--- src/rtl/mips_pkg.sv ---
// Shared MIPS front-end definitions: widths, fetch FSM states, redirect payload
// and the redirect target arithmetic shared with decode.
package mips_pkg;

   localparam int unsigned WORD_W      = 32;
   localparam int unsigned INSTR_BYTES = 4;
   localparam int unsigned IMM_W       = 16;
   localparam int unsigned JIDX_W      = 26;

   typedef enum logic [1:0] {
      ST_IDLE = 2'd0,
      ST_RUN  = 2'd1,
      ST_HALT = 2'd2
   } fetch_state_e;

   typedef struct packed {
      logic              jump_reg;
      logic              jump;
      logic              branch_taken;
      logic [WORD_W-1:0] jr_target;
      logic [JIDX_W-1:0] jump_index;
      logic [IMM_W-1:0]  branch_imm;
   } redirect_req_t;

   // Target for the highest-priority redirect kind; branch is the fallback.
   function automatic logic [WORD_W-1:0] redirect_target(input redirect_req_t req,
                                                         input logic [WORD_W-1:0] pc4);
      logic [WORD_W-1:0] br_off;
      br_off = {{(WORD_W-IMM_W-2){req.branch_imm[IMM_W-1]}}, req.branch_imm, 2'b00};
      if (req.jump_reg)
         return req.jr_target;
      else if (req.jump)
         return {pc4[WORD_W-1:WORD_W-4], req.jump_index, 2'b00};
      else
         return pc4 + br_off;
   endfunction

endpackage

--- src/rtl/fetch_unit_next_pc_sel.sv ---
// Next-PC selection: redirect detection, target arithmetic, legality check
// against the ROM window, and the sequential increment with end-of-ROM detect.
module next_pc_sel
   import mips_pkg::*;
#(
   parameter logic [WORD_W-1:0] RESET_PC  = 32'h0000_0000,
   parameter int unsigned       MEM_WORDS = 32
) (
   input  logic [WORD_W-1:0] pc,
   input  logic [WORD_W-1:0] if_pc4,
   input  logic              if_valid,
   input  redirect_req_t     req,
   output logic              redirect_c,
   output logic [WORD_W-1:0] target_c,
   output logic              target_bad_c,
   output logic [WORD_W-1:0] seq_pc_c,
   output logic              at_limit_c
);

   // One extra bit so a ROM window ending at 2^32 still compares correctly.
   localparam logic [WORD_W:0] LIMIT = (WORD_W+1)'(RESET_PC)
                                     + (WORD_W+1)'(MEM_WORDS) * (WORD_W+1)'(INSTR_BYTES);
   localparam logic [WORD_W:0] BASE  = (WORD_W+1)'(RESET_PC);

   logic [WORD_W:0] seq_wide;

   always_comb begin
      redirect_c   = if_valid & (req.jump_reg | req.jump | req.branch_taken);
      target_c     = redirect_target(req, if_pc4);
      target_bad_c = (target_c[1:0] != 2'b00)
                   || ({1'b0, target_c} < BASE)
                   || ({1'b0, target_c} >= LIMIT);
      seq_wide     = {1'b0, pc} + (WORD_W+1)'(INSTR_BYTES);
      seq_pc_c     = seq_wide[WORD_W-1:0];
      at_limit_c   = (seq_wide == LIMIT);
   end

endmodule

--- src/rtl/fetch_unit.sv ---
// Instruction-fetch stage: PC, ROM addressing, IF/ID register and the
// IDLE/RUN/HALT control with redirect, stall, halt and fault handling.
module fetch_unit
   import mips_pkg::*;
#(
   parameter logic [WORD_W-1:0] RESET_PC  = 32'h0000_0000,
   parameter int unsigned       MEM_WORDS = 32
) (
   input  logic              clock,
   input  logic              reset_n,
   input  logic              stall,
   input  logic              branch_taken,
   input  logic [IMM_W-1:0]  branch_imm,
   input  logic              jump,
   input  logic [JIDX_W-1:0] jump_index,
   input  logic              jump_reg,
   input  logic [WORD_W-1:0] jr_target,
   input  logic              halt_req,
   output logic [WORD_W-1:0] i_addr,
   input  logic [WORD_W-1:0] i_data,
   output logic [WORD_W-1:0] if_instr,
   output logic [WORD_W-1:0] if_pc4,
   output logic              if_valid,
   output logic              halted,
   output logic              fault
);

   fetch_state_e      state, state_nxt;
   logic [WORD_W-1:0] pc, pc_nxt;
   logic [WORD_W-1:0] if_instr_nxt, if_pc4_nxt;
   logic              if_valid_nxt, halted_nxt, fault_nxt;

   redirect_req_t     req;
   logic              redirect_c, target_bad_c, at_limit_c;
   logic [WORD_W-1:0] target_c, seq_pc_c;

   assign req = '{jump_reg:     jump_reg,
                  jump:         jump,
                  branch_taken: branch_taken,
                  jr_target:    jr_target,
                  jump_index:   jump_index,
                  branch_imm:   branch_imm};

   next_pc_sel #(
      .RESET_PC  (RESET_PC),
      .MEM_WORDS (MEM_WORDS)
   ) u_next_pc_sel (
      .pc           (pc),
      .if_pc4       (if_pc4),
      .if_valid     (if_valid),
      .req          (req),
      .redirect_c   (redirect_c),
      .target_c     (target_c),
      .target_bad_c (target_bad_c),
      .seq_pc_c     (seq_pc_c),
      .at_limit_c   (at_limit_c)
   );

   // ROM is combinational, so the PC itself is the fetch address.
   assign i_addr = pc;

   always_ff @(posedge clock or negedge reset_n) begin
      if (!reset_n) begin
         state    <= ST_IDLE;
         pc       <= RESET_PC;
         if_instr <= '0;
         if_pc4   <= '0;
         if_valid <= 1'b0;
         halted   <= 1'b0;
         fault    <= 1'b0;
      end else begin
         state    <= state_nxt;
         pc       <= pc_nxt;
         if_instr <= if_instr_nxt;
         if_pc4   <= if_pc4_nxt;
         if_valid <= if_valid_nxt;
         halted   <= halted_nxt;
         fault    <= fault_nxt;
      end
   end

   // Priority in RUN: halt, illegal redirect, redirect, stall, sequential fetch.
   always_comb begin
      state_nxt    = state;
      pc_nxt       = pc;
      if_instr_nxt = if_instr;
      if_pc4_nxt   = if_pc4;
      if_valid_nxt = if_valid;
      halted_nxt   = halted;
      fault_nxt    = fault;

      case (state)
         ST_IDLE: begin
            if_valid_nxt = 1'b0;
            state_nxt    = ST_RUN;
         end
         ST_RUN: begin
            if (halt_req) begin
               if_valid_nxt = 1'b0;
               halted_nxt   = 1'b1;
               state_nxt    = ST_HALT;
            end else if (redirect_c && target_bad_c) begin
               if_valid_nxt = 1'b0;
               halted_nxt   = 1'b1;
               fault_nxt    = 1'b1;
               state_nxt    = ST_HALT;
            end else if (redirect_c) begin
               pc_nxt       = target_c;
               if_valid_nxt = 1'b0;
            end else if (!stall) begin
               if_instr_nxt = i_data;
               if_pc4_nxt   = seq_pc_c;
               if_valid_nxt = 1'b1;
               if (at_limit_c) begin
                  halted_nxt = 1'b1;
                  state_nxt  = ST_HALT;
               end else begin
                  pc_nxt = seq_pc_c;
               end
            end
         end
         ST_HALT: begin
            if_valid_nxt = 1'b0;
            halted_nxt   = 1'b1;
         end
         default: begin
            if_valid_nxt = 1'b0;
            state_nxt    = ST_IDLE;
         end
      endcase
   end

endmodule

--- config.mk ---
export PLATFORM = sky130hd
export DESIGN_NAME = fetch_unit
export DESIGN_NICKNAME = d
export VERILOG_FILES = /design/src/rtl/mips_pkg.sv /design/src/rtl/fetch_unit_next_pc_sel.sv /design/src/rtl/fetch_unit.sv
export SDC_FILE = /design/constraint.sdc
export NUM_CORES = 1
export LEC_CHECK = 0
export CORE_MARGIN = 1.5
export CORE_UTILIZATION = 50
export CTS_CLUSTER_SIZE = 30
export DETAILED_ROUTE_END_ITERATION = 8
export GPL_ROUTABILITY_DRIVEN = 1
export PLACE_DENSITY_LB_ADDON = 0.08
export SYNTH_ARGS = -nofsm -noshare
export SYNTH_HDL_FRONTEND = slang
export SYNTH_SLANG_ARGS = --single-unit
--- constraint.sdc ---
create_clock -name clock -period 10.7 [get_ports clock]
set_input_delay 2.14 -clock clock [delete_from_list [all_inputs] [get_ports clock]]
set_output_delay 2.14 -clock clock [all_outputs]
set_load 0.005 [all_outputs]
## Yosys cells after proc, flatten, opt, wreduce, memory -nomap -nowiden

Index checks and enable logic that the tools add are counted.

| word-level totals | value |
|---|---|
| register bits | 101 |
| input bits | 113 |
| output and inout bits | 99 |
| logic and storage cells | 59 |

| operators by class | value |
|---|---|
| add/subtract/negate cells | 2 |
| $lt $le $gt $ge | 1 |
| eq/ne operators | 9 |
| muxes and demuxes | 22 |
| bitwise logic cells | 8 |
| reduce and logical (&&, ||, !) cells | 10 |

Operators by type and width:

| kind | number |
|---|---|
| 2-to-1 mux 32 bit | 5 |
| adder 32 x 3 -> 33 bit, second input constant | 1 |
| == test 33 x 8 -> 1 bit, second input constant | 1 |
| adder 32 bit | 1 |
| >= comparator 32 x 8 -> 1 bit, second input constant | 1 |
| != test 4 bit, second input constant | 3 |
| 2-to-1 mux 1 bit | 10 |
| 2-to-1 mux 2 bit | 5 |
| AND reduction 5 bit | 2 |
| AND reduction 4 bit | 2 |
| case mux 2 bit (3 select lines) | 1 |
| != test 5 bit, second input constant | 1 |
| inverter 1 bit | 5 |
| nonzero test 2 bit | 2 |
| AND reduction 3 bit | 1 |
| == test 2 x 1 -> 1 bit, second input constant | 1 |
| == test 2 bit, second input constant | 1 |
| logical NOT 2 bit | 1 |
| != test 2 x 1 -> 1 bit, second input constant | 1 |
| != test 2 bit, second input constant | 1 |
| bitwise OR 1 bit | 2 |
| case mux 1 bit (2 select lines) | 1 |
| bitwise AND 1 bit | 1 |
| logical AND 1 bit | 1 |
| logical OR 1 bit | 1 |

## Depth between registers and ports, before layout

| logic depth | value |
|---|---|
| depth in word-level cells | 9 |
| depth in mapped cells | 15 |

## Modules after synthesis

A second synthesis with hierarchy kept.

| unflattened totals | value |
|---|---|
| cells, all modules | 742 |
| area, all modules | 7427.1 sq um |

Modules (own cells, without submodules):

| module | instances | cells an instance | area an instance (sq um) |
|---|---|---|---|
| fetch_unit | 1 | 265 | 4290.4 |
| next_pc_sel | 1 | 477 | 3136.8 |

## Worst setup path before layout

OpenSTA, ideal clock, no wires.

| timing | value |
|---|---|
| path type | input -> register |
| from | input branch_imm[0] |
| to | register pc[5], in the netlist i_addr[5] |
| arrival time | 5703 ps |
| data required time | 10575 ps |
| path slack | 4872 ps |
| cell stages on the path | 15 |
| cells stage by stage | ha_1 > fa_1 > a21o_1 > a221o_1 > a41o_1 > or3_1 > a21oi_2 > o22ai_1 > nor4_2 > nand4_1 > or4_1 > buf_2 > o21a_1 > buf_6 > mux2_4 |

| between the ends | value |
|---|---|
| word-level cells in the longest chain between the ends | 8 |
| elaborated cells between the ends (all ways) | 9 |

RTL lines:

| element | RTL line | source |
|---|---|---|
| from (decl) | fetch_unit.sv:13 | `input logic [IMM_W-1:0] branch_imm,` |
| adder 32 bit * | mips_pkg.sv:35 | `return pc4 + br_off;` |
| 2-to-1 mux 32 bit * | mips_pkg.sv:32 | `else if (req.jump)` |
| 2-to-1 mux 32 bit * | mips_pkg.sv:30 | `if (req.jump_reg)` |
| >= comparator 32 x 8 -> 1 bit | fetch_unit_next_pc_sel.sv:32 | `\|\| ({1'b0, target_c} >= LIMIT);` |
| logical OR 1 bit | fetch_unit_next_pc_sel.sv:32 |  |
| logical AND 1 bit | fetch_unit.sv:102 | `end else if (redirect_c && target_bad_c) begin` |
| inverter 1 bit (no line) | n/a |  |
| AND reduction 5 bit (no line) | n/a |  |
| to (signal assigned) | fetch_unit.sv:73 | `pc <= pc_nxt;` |
| to (decl) | fetch_unit.sv:29 | `logic [WORD_W-1:0] pc, pc_nxt;` |

Every way passes the cells marked *; elsewhere a longest branch is shown, timed or not.
A chain may end at the register's enable or synchronous reset.

## Worst setup path after layout

| timing | value |
|---|---|
| from | input branch_imm[15] |
| to | register pc[5], in the netlist i_addr[5] |

| between the ends | value |
|---|---|
| word-level cells in the longest chain between the ends | 8 |

RTL lines:

| element | RTL line |
|---|---|
| adder 32 bit | mips_pkg.sv:35 |
| 2-to-1 mux 32 bit | mips_pkg.sv:32 |
| 2-to-1 mux 32 bit | mips_pkg.sv:30 |
| >= comparator 32 x 8 -> 1 bit | fetch_unit_next_pc_sel.sv:32 |
| logical OR 1 bit | fetch_unit_next_pc_sel.sv:32 |
| logical AND 1 bit | fetch_unit.sv:102 |
| inverter 1 bit (no line) | n/a |
| AND reduction 5 bit (no line) | n/a |

Every way passes these cells.

==> metrics.md <==
| Metric | Value |
|---|---|
| Max Buffers Root-to-Sink | `2` |
| CTS tree | `done` |
| Synthesized area | `7759 sq um` |
| Final hold violations | `0` |
| Number of synthesized flops with an enable pin | `0` |
| Layout cell share with drive strength beyond 1 | `about 3.9%` |
| CTS Hold Buffers Added | `0` |
| Crit share post-route | `about two thirds` |
| Crit Path Max Fanout | `48` |
| Mean area per synthesized cell | `a little under 8 sq um` |
| Share of the synthesized area in the top cell type | `32.58%` |
| Pin count of the biggest net entering global routing | `67` |
| # diodes | `0` |
| Max VDD drop | `0.1474 mV` |
| Placement-stage cell area | `approximately 9900 sq um` |
| Crit path cell chain | `clkdlybuf4s50_1, ha_1, nand2_1, nor3_1, nand3_1, a2111oi_1, a311o_1, o22ai_1, nor4_2, nand4_1, or4_1, o21a_1, buf_4, mux2_4` |
| Synth Area in Compound Gates | `24.92%` |
| Status | `finished, final reports clean` |
| Sequential share of the synthesized area | `32.58%` |
| FF-to-FF Start | `if_pc4[2]$_DFFE_PN0P_` |
| Grt peak-use layer | `met2` |
| H-tree Lvls | `3` |
| PostCTS Resize Cnt | `0` |
| Global route overflow | `0` |
| Min-Delay Path Class | `reg2reg` |
| Simple-gate area share of the yosys netlist | `between 20% and 30%` |
| CP top delay family | `simple AND/OR/NAND/NOR gates` |
| Slowest Stage Delay on Critical Path | `between 0.9 and 1 ns` |
| Initial antenna violation count | `0` |
| Tmin final | `~7.3 ns` |
| # Max-Cap Violations | `0` |
| Unrepaired setup endpoints after global routing | `no` |
| DR WL/cell | `approximately 20 microns` |
| WS Path Type | `in2reg` |
| Synth top cells by count | `nand2_1, dfrtp_1, o21ai_0` |
| Cell Pwr Density | `approximately 230 nW/um^2` |
| Initial Util | `about half` |
| Slew margin rel. | `19.66%` |
| Top-count cell post-synth | `nand2_1` |
| Hold Path Stages | `1` |
| Total power | `2.352 mW` |
| Critical Path AT | `between 7 and 8 ns` |
| 1st-pass router iterations | `7` |
| Main combinational cell family by area after synthesis | `compound AO/OA/AOI/OAI gates` |
| Met2 Track Usage GR | `about half` |
| Top FF cell, synth | `dfrtp_1` |
| Slew Viols, Final | `0` |
| First DRT Iteration DRCs | `878` |
| Startpoint types | `input port` |
| Die W | `approximately 130 microns` |
| CORE AREA | `15,200 sq um` |
| Clk slew on worst S/H paths | `approximately 0.07 ns` |
| CP Buf/Inv Count | `2` |
| Row cnt | `45` |
| R2R depth | `14` |
| Lkg Pwr | `4.314 nW` |
| Clock latency on the worst-skew pair | `roughly 0.34 ns` |
| Tot GR Track Use | `about a third` |
| Area leader, netlist | `dfrtp_1` |
| M3 GR Usage | `about 5.4%` |
| Gpl congestion | `between 0.9 and 1` |
| Nature of the critical path endpoint | `flip-flop` |
| Multiplexer area fraction after synthesis | `under 10%` |
| Min-delay src | `fault$_DFFE_PN0P_` |
| CTS Buf Count | `9` |
| Worst-Margin Slew | `1.194 ns` |
| Max Clk Rate | `~0.14 GHz` |
| Final instance area | `approximately 10,000 sq um` |
| Seq cells post-synth | `approximately 100` |
| Post-CTS Setup Bufs | `0` |
| DRC violations left | `0` |
| Worst Hold End | `fault$_DFFE_PN0P_` |
| WHS | `between 0.4 and 0.5 ns` |
| Detailed placement HPWL | `a little under 20,000 microns` |
| R2R setup slack | `5.44 ns` |
| Die Footprint | `16,270 sq um` |
| Count of cell types in the netlist | `between 70 and 80` |
| Finished Core Util | `around 67%` |
| First-pass GRT wire length | `roughly 41,000 microns` |
| Setup tns final | `0 ns` |
| Synth Area in XOR/XNOR | `under 10%` |
| Mapped Cells | `roughly 1,000` |
| Worst Clk Skew | `between 0.005 and 0.006 ns` |
| ANT nets after route | `0` |
| Final setup viols | `0` |
| M1 GR Usage | `between 40 and 50%` |
| Slowest cell on crit path | `or4_1` |
| Vias per cell | `between 6 and 7` |
| Synth Warn # | `0` |
| Chip Height | `127.6 microns` |
| Number of I/O pins | `between 200 and 250` |
| Vias | `roughly 8,400` |
| CTS Root Buffer Type | `clkbuf_16` |
| Fillcell total | `1,324` |
| Synth top area cells | `dfrtp_1, nand2_1, ha_1` |
| Synthesized Nets | `~1,200` |
| WL final | `approximately 27,000 microns` |
| Adder-Cell Fraction of Synth Area | `under 10%` |
| Fin nets | `roughly 1,300` |
| RR Endpoint | `i_addr[5]$_DFFE_PN0P_` |
| WP data required | `between 10 and 15 ns` |
| Clock Sinks | `slightly above 100` |
| Vias in the first global route | `approximately 7,600` |
| Port buffer count | `between 200 and 250` |
| Post-synth ARST share | `between 90% and 100%` |
| Synth-to-layout area growth | `31.25%` |
kinds of logic (layout without fill, tap and decap cells):
family                     Yosys count  in the layout
DFF                                101            101
buffers and inverters               93            252
muxes                               18             18
adders and majority gates           35             35
AOI/OAI and AO/OA                  297            297
xor gates and xnor gates            42             42
and+or+nand+nor                    419            419
state kept, by name (all words and copies together) (netlist names):
register / flops
fault: 1
halted: 1
i_addr: 32
if_instr: 32
if_pc4: 32
if_valid: 1
state: 2
cell usage in the layout (no fill, tap or decap), drive strengths merged, types with 5 or more instances in the layout:
| cell type | netlist | final |
|---|---|---|
| a31oi | 8 | 8 |
| nand2 | 202 | 202 |
| nor3 | 31 | 31 |
| and3 | 10 | 10 |
| clkdlybuf4s50 | 0 | 210 |
| mux2 | 5 | 5 |
| a21boi | 5 | 5 |
| nand4 | 23 | 23 |
| a21oi | 71 | 71 |
| mux2i | 13 | 13 |
| dfrtp | 101 | 101 |
| nand3 | 29 | 29 |
| xor2 | 12 | 12 |
| buf | 15 | 10 |
| a21o | 12 | 12 |
| o22ai | 15 | 15 |
| and4 | 5 | 5 |
| inv | 17 | 17 |
| a211oi | 9 | 9 |
| nor2b | 6 | 6 |
| o21ai | 76 | 76 |
| o31ai | 5 | 5 |
| xnor2 | 30 | 30 |
| o21a | 8 | 8 |
| or3 | 8 | 8 |
| o211ai | 31 | 31 |
| nor4 | 9 | 9 |
| and2 | 8 | 8 |
| clkbuf | 60 | 10 |
| nor2 | 67 | 67 |
| ha | 34 | 34 |
| nand2b | 5 | 5 |
worst max path at each step:
stage,end,cells after the start,startpoint,slack [ns]
after detailed placement,i_addr[5]$_DFFE_PN0P_,14,branch_imm[15],3.12
after global routing,i_addr[5]$_DFFE_PN0P_,14,branch_imm[15],3.12
final,i_addr[5]$_DFFE_PN0P_,14,branch_imm[15],3.37
after floorplan,i_addr[5]$_DFFE_PN0P_,15,branch_imm[0],4.87
after CTS,i_addr[5]$_DFFE_PN0P_,14,branch_imm[15],3.46
after global placement,i_addr[5]$_DFFE_PN0P_,14,branch_imm[15],3.21
metal layers:
metal  vias up  routed length, microns  part of all wire, %
met3        58                    2364                  8.9
met1      3919                   11740                   44
met4         0                     734                  2.8
met5         -                       0                    0
li1       3959                       -                    -
met2       441                   11810                   44
cell type report:
type / instances / area (sq um) / area share, %
multi-input cells: 811 / 4863 / 47.76
flip-flops and latches: 101 / 2527 / 24.82
repair buffers: 220 / 2177 / 21.38
clock buffers: 10 / 239.0 / 2.347
well taps: 188 / 235.2 / 2.310
clock inverters: 4 / 73.82 / 0.7249
inverters: 18 / 67.56 / 0.6635
per-stage QoR:
stage | std cells | worst slack, ns
final | 1352 | 3.366
after global routing | 1352 | 3.116
after CTS | 1352 | 3.461
after detailed placement | 1338 | 3.120
after global placement | 1338 | 3.212
after floorplan | 1005 | 4.872
power by group:
part	leakage [nW]	internal [mW]	total (mW)	switching (mW)
logic	2.88	0.624	1.28	0.655
clock network	0.154	0.209	0.346	0.138
registers	1.28	0.527	0.727	0.199
No activity file was read; power rests on OpenSTA's default activity.
